File: src/rtl/pc_seq_pkg.sv
// Shared definitions for the instruction-address sequencer: FSM states and
// the default geometry of the program region.
package pc_seq_pkg;

  typedef enum logic [1:0] {
    IDLE  = 2'd0,
    RUN   = 2'd1,
    DONE  = 2'd2,
    FAULT = 2'd3
  } pc_state_e;

  localparam int unsigned DEF_XLEN     = 64;
  localparam int unsigned DEF_STEP     = 4;
  localparam int unsigned DEF_PC_LIMIT = 'h200;

endpackage

File: src/rtl/pc_target_check.sv
// Classifies a candidate fetch address: misaligned to STEP, or at/above the
// exclusive PC_LIMIT. The address is XLEN+1 bits so a carry-out reads as out of range.
module pc_target_check
  import pc_seq_pkg::*;
#(
  parameter int unsigned     XLEN     = DEF_XLEN,
  parameter int unsigned     STEP     = DEF_STEP,
  parameter logic [XLEN-1:0] PC_LIMIT = XLEN'(DEF_PC_LIMIT)
) (
  input  logic [XLEN:0] addr,
  output logic          misaligned,
  output logic          out_of_range
);

  localparam int unsigned AW = $clog2(STEP);

  assign misaligned   = |addr[AW-1:0];
  assign out_of_range = (addr >= {1'b0, PC_LIMIT});

endmodule

File: src/rtl/pc_sequencer.sv
// Program-counter sequencer: steps the fetch address, applies redirects,
// stalls and halts, and reports completion / misaligned-redirect faults.
//
// Handshake: none of the inputs uses valid/ready flow control. redirect_valid
// qualifies redirect_target for exactly the cycle it is high; there is no
// back-pressure, a redirect is consumed on the edge it is sampled (or dropped
// in DONE/FAULT/IDLE where requests are ignored).
module pc_sequencer
  import pc_seq_pkg::*;
#(
  parameter int unsigned     XLEN         = DEF_XLEN,
  parameter logic [XLEN-1:0] RESET_VECTOR = '0,
  parameter logic [XLEN-1:0] PC_LIMIT     = XLEN'(DEF_PC_LIMIT),
  parameter int unsigned     STEP         = DEF_STEP,
  parameter int unsigned     CNT_W        = 32
) (
  input  logic             clk,
  input  logic             rst_n,
  input  logic             stall,
  input  logic             redirect_valid,
  input  logic [XLEN-1:0]  redirect_target,
  input  logic             halt_req,
  input  logic             restart,
  output logic [XLEN-1:0]  pc,
  output logic             pc_valid,
  output logic             done,
  output logic             fault,
  output logic [XLEN-1:0]  fault_addr,
  output logic [CNT_W-1:0] step_count,
  output pc_state_e        dbg_state
);

  localparam logic [XLEN:0] STEP_EXT = (XLEN+1)'(STEP);

  pc_state_e       state, next_state;
  logic [XLEN-1:0] pc_next;
  logic [XLEN-1:0] fault_addr_next;
  logic            count_en;
  logic            count_clr;

  logic [XLEN:0]   seq_sum;
  logic            tgt_misaligned, tgt_out_of_range;
  logic            seq_misaligned, seq_out_of_range;

  assign seq_sum = {1'b0, pc} + STEP_EXT;

  pc_target_check #(
    .XLEN     (XLEN),
    .STEP     (STEP),
    .PC_LIMIT (PC_LIMIT)
  ) u_tgt_check (
    .addr         ({1'b0, redirect_target}),
    .misaligned   (tgt_misaligned),
    .out_of_range (tgt_out_of_range)
  );

  pc_target_check #(
    .XLEN     (XLEN),
    .STEP     (STEP),
    .PC_LIMIT (PC_LIMIT)
  ) u_seq_check (
    .addr         (seq_sum),
    .misaligned   (seq_misaligned),
    .out_of_range (seq_out_of_range)
  );

  always_ff @(posedge clk or negedge rst_n) begin
    if (!rst_n) begin
      state <= IDLE;
    end else begin
      state <= next_state;
    end
  end

  // Priority inside RUN: halt, then redirect (which beats stall), then stall,
  // then sequential stepping until the next address leaves the region.
  always_comb begin
    next_state      = state;
    pc_next         = pc;
    fault_addr_next = fault_addr;
    count_en        = 1'b0;
    count_clr       = 1'b0;
    case (state)
      IDLE: begin
        next_state = RUN;
      end
      RUN: begin
        if (halt_req) begin
          next_state = DONE;
        end else if (redirect_valid) begin
          if (tgt_misaligned) begin
            next_state      = FAULT;
            fault_addr_next = redirect_target;
          end else if (tgt_out_of_range) begin
            next_state = DONE;
          end else begin
            pc_next  = redirect_target;
            count_en = 1'b1;
          end
        end else if (stall) begin
          pc_next = pc;
        end else if (!seq_out_of_range && !seq_misaligned) begin
          pc_next  = seq_sum[XLEN-1:0];
          count_en = 1'b1;
        end else begin
          next_state = DONE;
        end
      end
      DONE, FAULT: begin
        if (restart) begin
          next_state = RUN;
          pc_next    = RESET_VECTOR;
          count_clr  = 1'b1;
        end
      end
      default: begin
        next_state = IDLE;
      end
    endcase
  end

  always_ff @(posedge clk or negedge rst_n) begin
    if (!rst_n) begin
      pc         <= RESET_VECTOR;
      fault_addr <= '0;
      step_count <= '0;
      done       <= 1'b0;
      fault      <= 1'b0;
    end else begin
      pc         <= pc_next;
      fault_addr <= fault_addr_next;
      done       <= (next_state == DONE);
      fault      <= (next_state == FAULT);
      if (count_clr) begin
        step_count <= '0;
      end else if (count_en && (step_count != {CNT_W{1'b1}})) begin
        step_count <= step_count + 1'b1;
      end
    end
  end

  assign pc_valid  = (state == RUN);
  assign dbg_state = state;

endmodule
File: config.mk
export PLATFORM = sky130hd
export DESIGN_NAME = pc_sequencer
export DESIGN_NICKNAME = d
export VERILOG_FILES = /design/src/rtl/pc_seq_pkg.sv /design/src/rtl/pc_target_check.sv /design/src/rtl/pc_sequencer.sv
export SDC_FILE = /design/constraint.sdc
export NUM_CORES = 1
export LEC_CHECK = 0
export BUFFER_PORTS_ARGS = -buffer_cell sky130_fd_sc_hd__buf_2
export CORE_UTILIZATION = 53
export DETAILED_ROUTE_END_ITERATION = 8
export GPL_ROUTABILITY_DRIVEN = 0
export PLACE_DENSITY = 0.81
export SYNTH_ARGS = -nofsm -noshare
export SYNTH_HDL_FRONTEND = slang
export SYNTH_SLANG_ARGS = --single-unit
File: constraint.sdc
create_clock -name clk -period 4.45 [get_ports clk]
set_input_delay 0.2225 -clock clk [delete_from_list [all_inputs] [get_ports clk]]
set_output_delay 0.2225 -clock clk [all_outputs]
set_load 0.02 [all_outputs]
==> results.md <==
* Status: finished clean
* Worst Skew at 9.99 ps
* Vias per cell at 6.08
* Placed cells at 1252
* Max Slew Vio Count at 0
* Via count at 7818
* Share of cells above drive strength 1 at 34.1%
* Total detailed-routing wirelength at 23900 um
* Post-synth EDFFs at 0
* Row Count at 45
* Prevailing post-synth register cell: dfrtp_1
* Part of the power in registers at 39.8%
* Fin nets at 1134
* Largest net degree at the start of global routing at 82
* Final setup fails at 0
* Critical Path Source Type: flop
* Later-pin clock latency in the skew report at 430 ps
* Pwr Total at 5.15 mW
* # clock sinks at 164
* Seq/Total Area, Yosys at 48.3%
* Final hold slack at 35.6 ps
* Syn_nets at 906
* Root Driver: clkbuf_16
* Hold Vio Cnt, Final at 0
* Max Root-Sink Buffers at 2
* Total track usage at 29.3%
* Clk slew on worst S/H paths at 70 ps
* Internal power at 3.28 mW
* Peak VDD IR at 480 uV
* CTS buffer count at 17
* Max cap viols at 0
* Global route total overflow at 0
* I/O Pins at 235
* Fin crit period at 4240 ps
* Static Leak at 5.09 nW
* Worst path required time at 4790 ps
* Vias in the first global route at 7398
* Initial DRC count at 544
* Initial antenna violation count at 2
* Switching portion of total power at 36.4%
* Clock power share at 28.9%
* CP arrival at 4580 ps
* Switch Pwr at 1.88 mW
* Syn Area/Cell at 10.2 um2
* Die Y at 129 um
* First-pass GRT wire length at 38000 um
* Final ANT Viol Nets at 0
* Comb pwr share at 31.3%
* Synthesis Warnings at 0
* Mapped Area at 8500 um2
* Starting density of the core at 55.1%
* Core Box Area at 15400 um2
* Finished Layout Cells at 1286
* Die Width at 129 um
* WL per Instance at 18.6 um
* Die Area at 16500 um2
* Distinct cells, synth at 61
* Post-Synthesis Cells at 833
* Worst setup path category: reg2reg
* Area growth syn-to-layout at 23.9%
* Register bit total from synthesis at 164
* Slew @ Worst Pin at 897 ps
* TritonCTS clock tree: yes
* CP max FO at 54
* Number of remaining DRC errors at 0
* PortBufs at 234
* Slew Limit Headroom at 40.2%
* Power Dens Cells at 489 nW/um2
* Highest Clock Rate at 236 MHz
* CP endpoint kind: flop
* Post-synth ARST share at 100%
* Dpl hpwl at 17200 um
* H-tree depth at 4
* Period utilisation layout at 95.2%
* DRT Pass-1 Iters at 7
* HP Class: in2reg
==> worst max-delay path, stage by stage (launching register included) <==
cell and delay [ps]:
dfrtp_1 450, ha_1 240, nand3_2 220, or3_1 540, nor4_1 540, a31oi_1 180, a211oi_1 230, nand4_1 100
or3_1 380, o41a_4 640, or3_1 420, a21oi_1 190
==> cell type report <==
| cell class | count | area [um2] |
|---|---|---|
| well taps | 211 | 264 |
| flip-flops and latches | 164 | 4100 |
| inverters | 10 | 37.5 |
| diodes | 1 | 2.50 |
| fillers | 1229 | 4900 |
| multi-input cells | 618 | 4230 |
| clock buffers | 18 | 429 |
| repair buffers | 250 | 1300 |
| clock inverters | 14 | 168 |
==> through the flow <==
stage                     setup TNS (ps)  instance area (um2)  worst slack [ps]  util [%]
after CTS                              0                10500               112      68.1
after detailed placement               0                 9890               147      64.1
final                                  0                10500               212      68.3
after global placement                 0                 9890               296      64.1
after global routing              -0.270                10500            -0.270      68.2
after floorplan                        0                 8500               445         -
==> sequential cells by signal, indices dropped and copies added, names as in the netlist <==
signal and count:
step_count 32, fault_addr 64, pc 64, done 1, dbg_state 2, fault 1
==> kinds of logic after synthesis <==
family / count (synthesis) / synth area share, %
simple gates: 393 / 27.5
flops: 164 / 48.3
compound gates: 133 / 10.0
mux: 74 / 9.67
buf+inv: 51 / 2.56
xor+xnor: 15 / 1.55
fa+ha+maj: 3 / 0.442
==> layout by cell type (no fill, tap or decap), types with 4 or more instances in the layout <==
cell type / n
dfrtp_1: 164
nor4_1: 29
or3_1: 29
or4_1: 7
nand2_1: 48
and2_1: 68
o21ai_0: 42
inv_1: 9
xor2_1: 12
inv_6: 4
mux2i_1: 9
nor3b_1: 10
nor3_1: 13
o211ai_1: 7
buf_2: 233
and4_1: 16
a211oi_1: 5
and3_1: 38
o31ai_1: 4
clkbuf_16: 17
a21oi_1: 35
o2111ai_1: 6
a31oi_1: 4
or4_4: 4
nand4_1: 42
buf_4: 15
nor2_1: 27
mux2_2: 64
nand3_1: 42
o22ai_1: 4
==> routing by layer <==
layer	share of wire (%)	up-vias	routed length, um	track usage, %
met5	0.042	-	10	0
met4	2.2	2	536	9.97
met3	7.4	46	1780	6.57
met2	49	356	11700	48.0
met1	41	3823	9900	38.4
li1	-	3591	-	-
==> Yosys cell counts, drive strengths merged, types with 6 or more instances <==
library cell  count  area share, %
and4             16            1.6
or4              11            1.1
nor3             15           0.94
dfrtp           164             48
nor4             33            2.6
mux2             65            8.6
xor2             12            1.2
nand2            48            2.1
clkbuf           35            1.5
nand3            43            2.6
buf               6           0.57
a21oi            35            2.1
mux2i             9            1.1
nor3b            10           0.88
and3             38            2.8
o21ai            43            2.5
o211ai            7           0.62
a211oi            6           0.53
nand4            43            3.2
inv               9           0.40
o2111ai           6           0.62
or3              29            2.1
and2             69            5.1
nor2             28            1.3
==> power by group through the flow <==
stage / Sequential (mW) / Combinational, mW / Clock [mW]
3_5_place_dp: 2.06 / 1.62 / 0
3_3_place_gp: 2.04 / 1.60 / 0
2_1_floorplan: 2.47 / 0.578 / 0
5_1_grt: 2.09 / 1.72 / 1.57
4_1_cts: 2.05 / 1.63 / 1.51
6_report: 2.05 / 1.61 / 1.49
==> worst paths after layout <==
kind                                       end                start  slack [ps]  cells past startpoint
worst max-delay path            step_count[21]                pc[3]         210                     11
max in group asynchronous        fault_addr[6]                rst_n        2990                      3
min in group asynchronous               pc[51]                rst_n         400                      2
worst max register to register  step_count[21]                pc[3]         210                     11
worst min-delay path            fault_addr[46]  redirect_target[46]          40                      2
worst min register to register  fault_addr[41]       fault_addr[41]         500                      1
==> timing repair <==
| action | CTS | global route |
|---|---|---|
| setup endpoints to repair | 0 | 27 |
| setup buffers | 0 | 0 |
| hold buffers | 1 | 0 |
| resized for setup | 0 | 4 |
| endpoints found under the hold margin | 79 | 0 |
No activity file was read; power rests on OpenSTA's default activity.
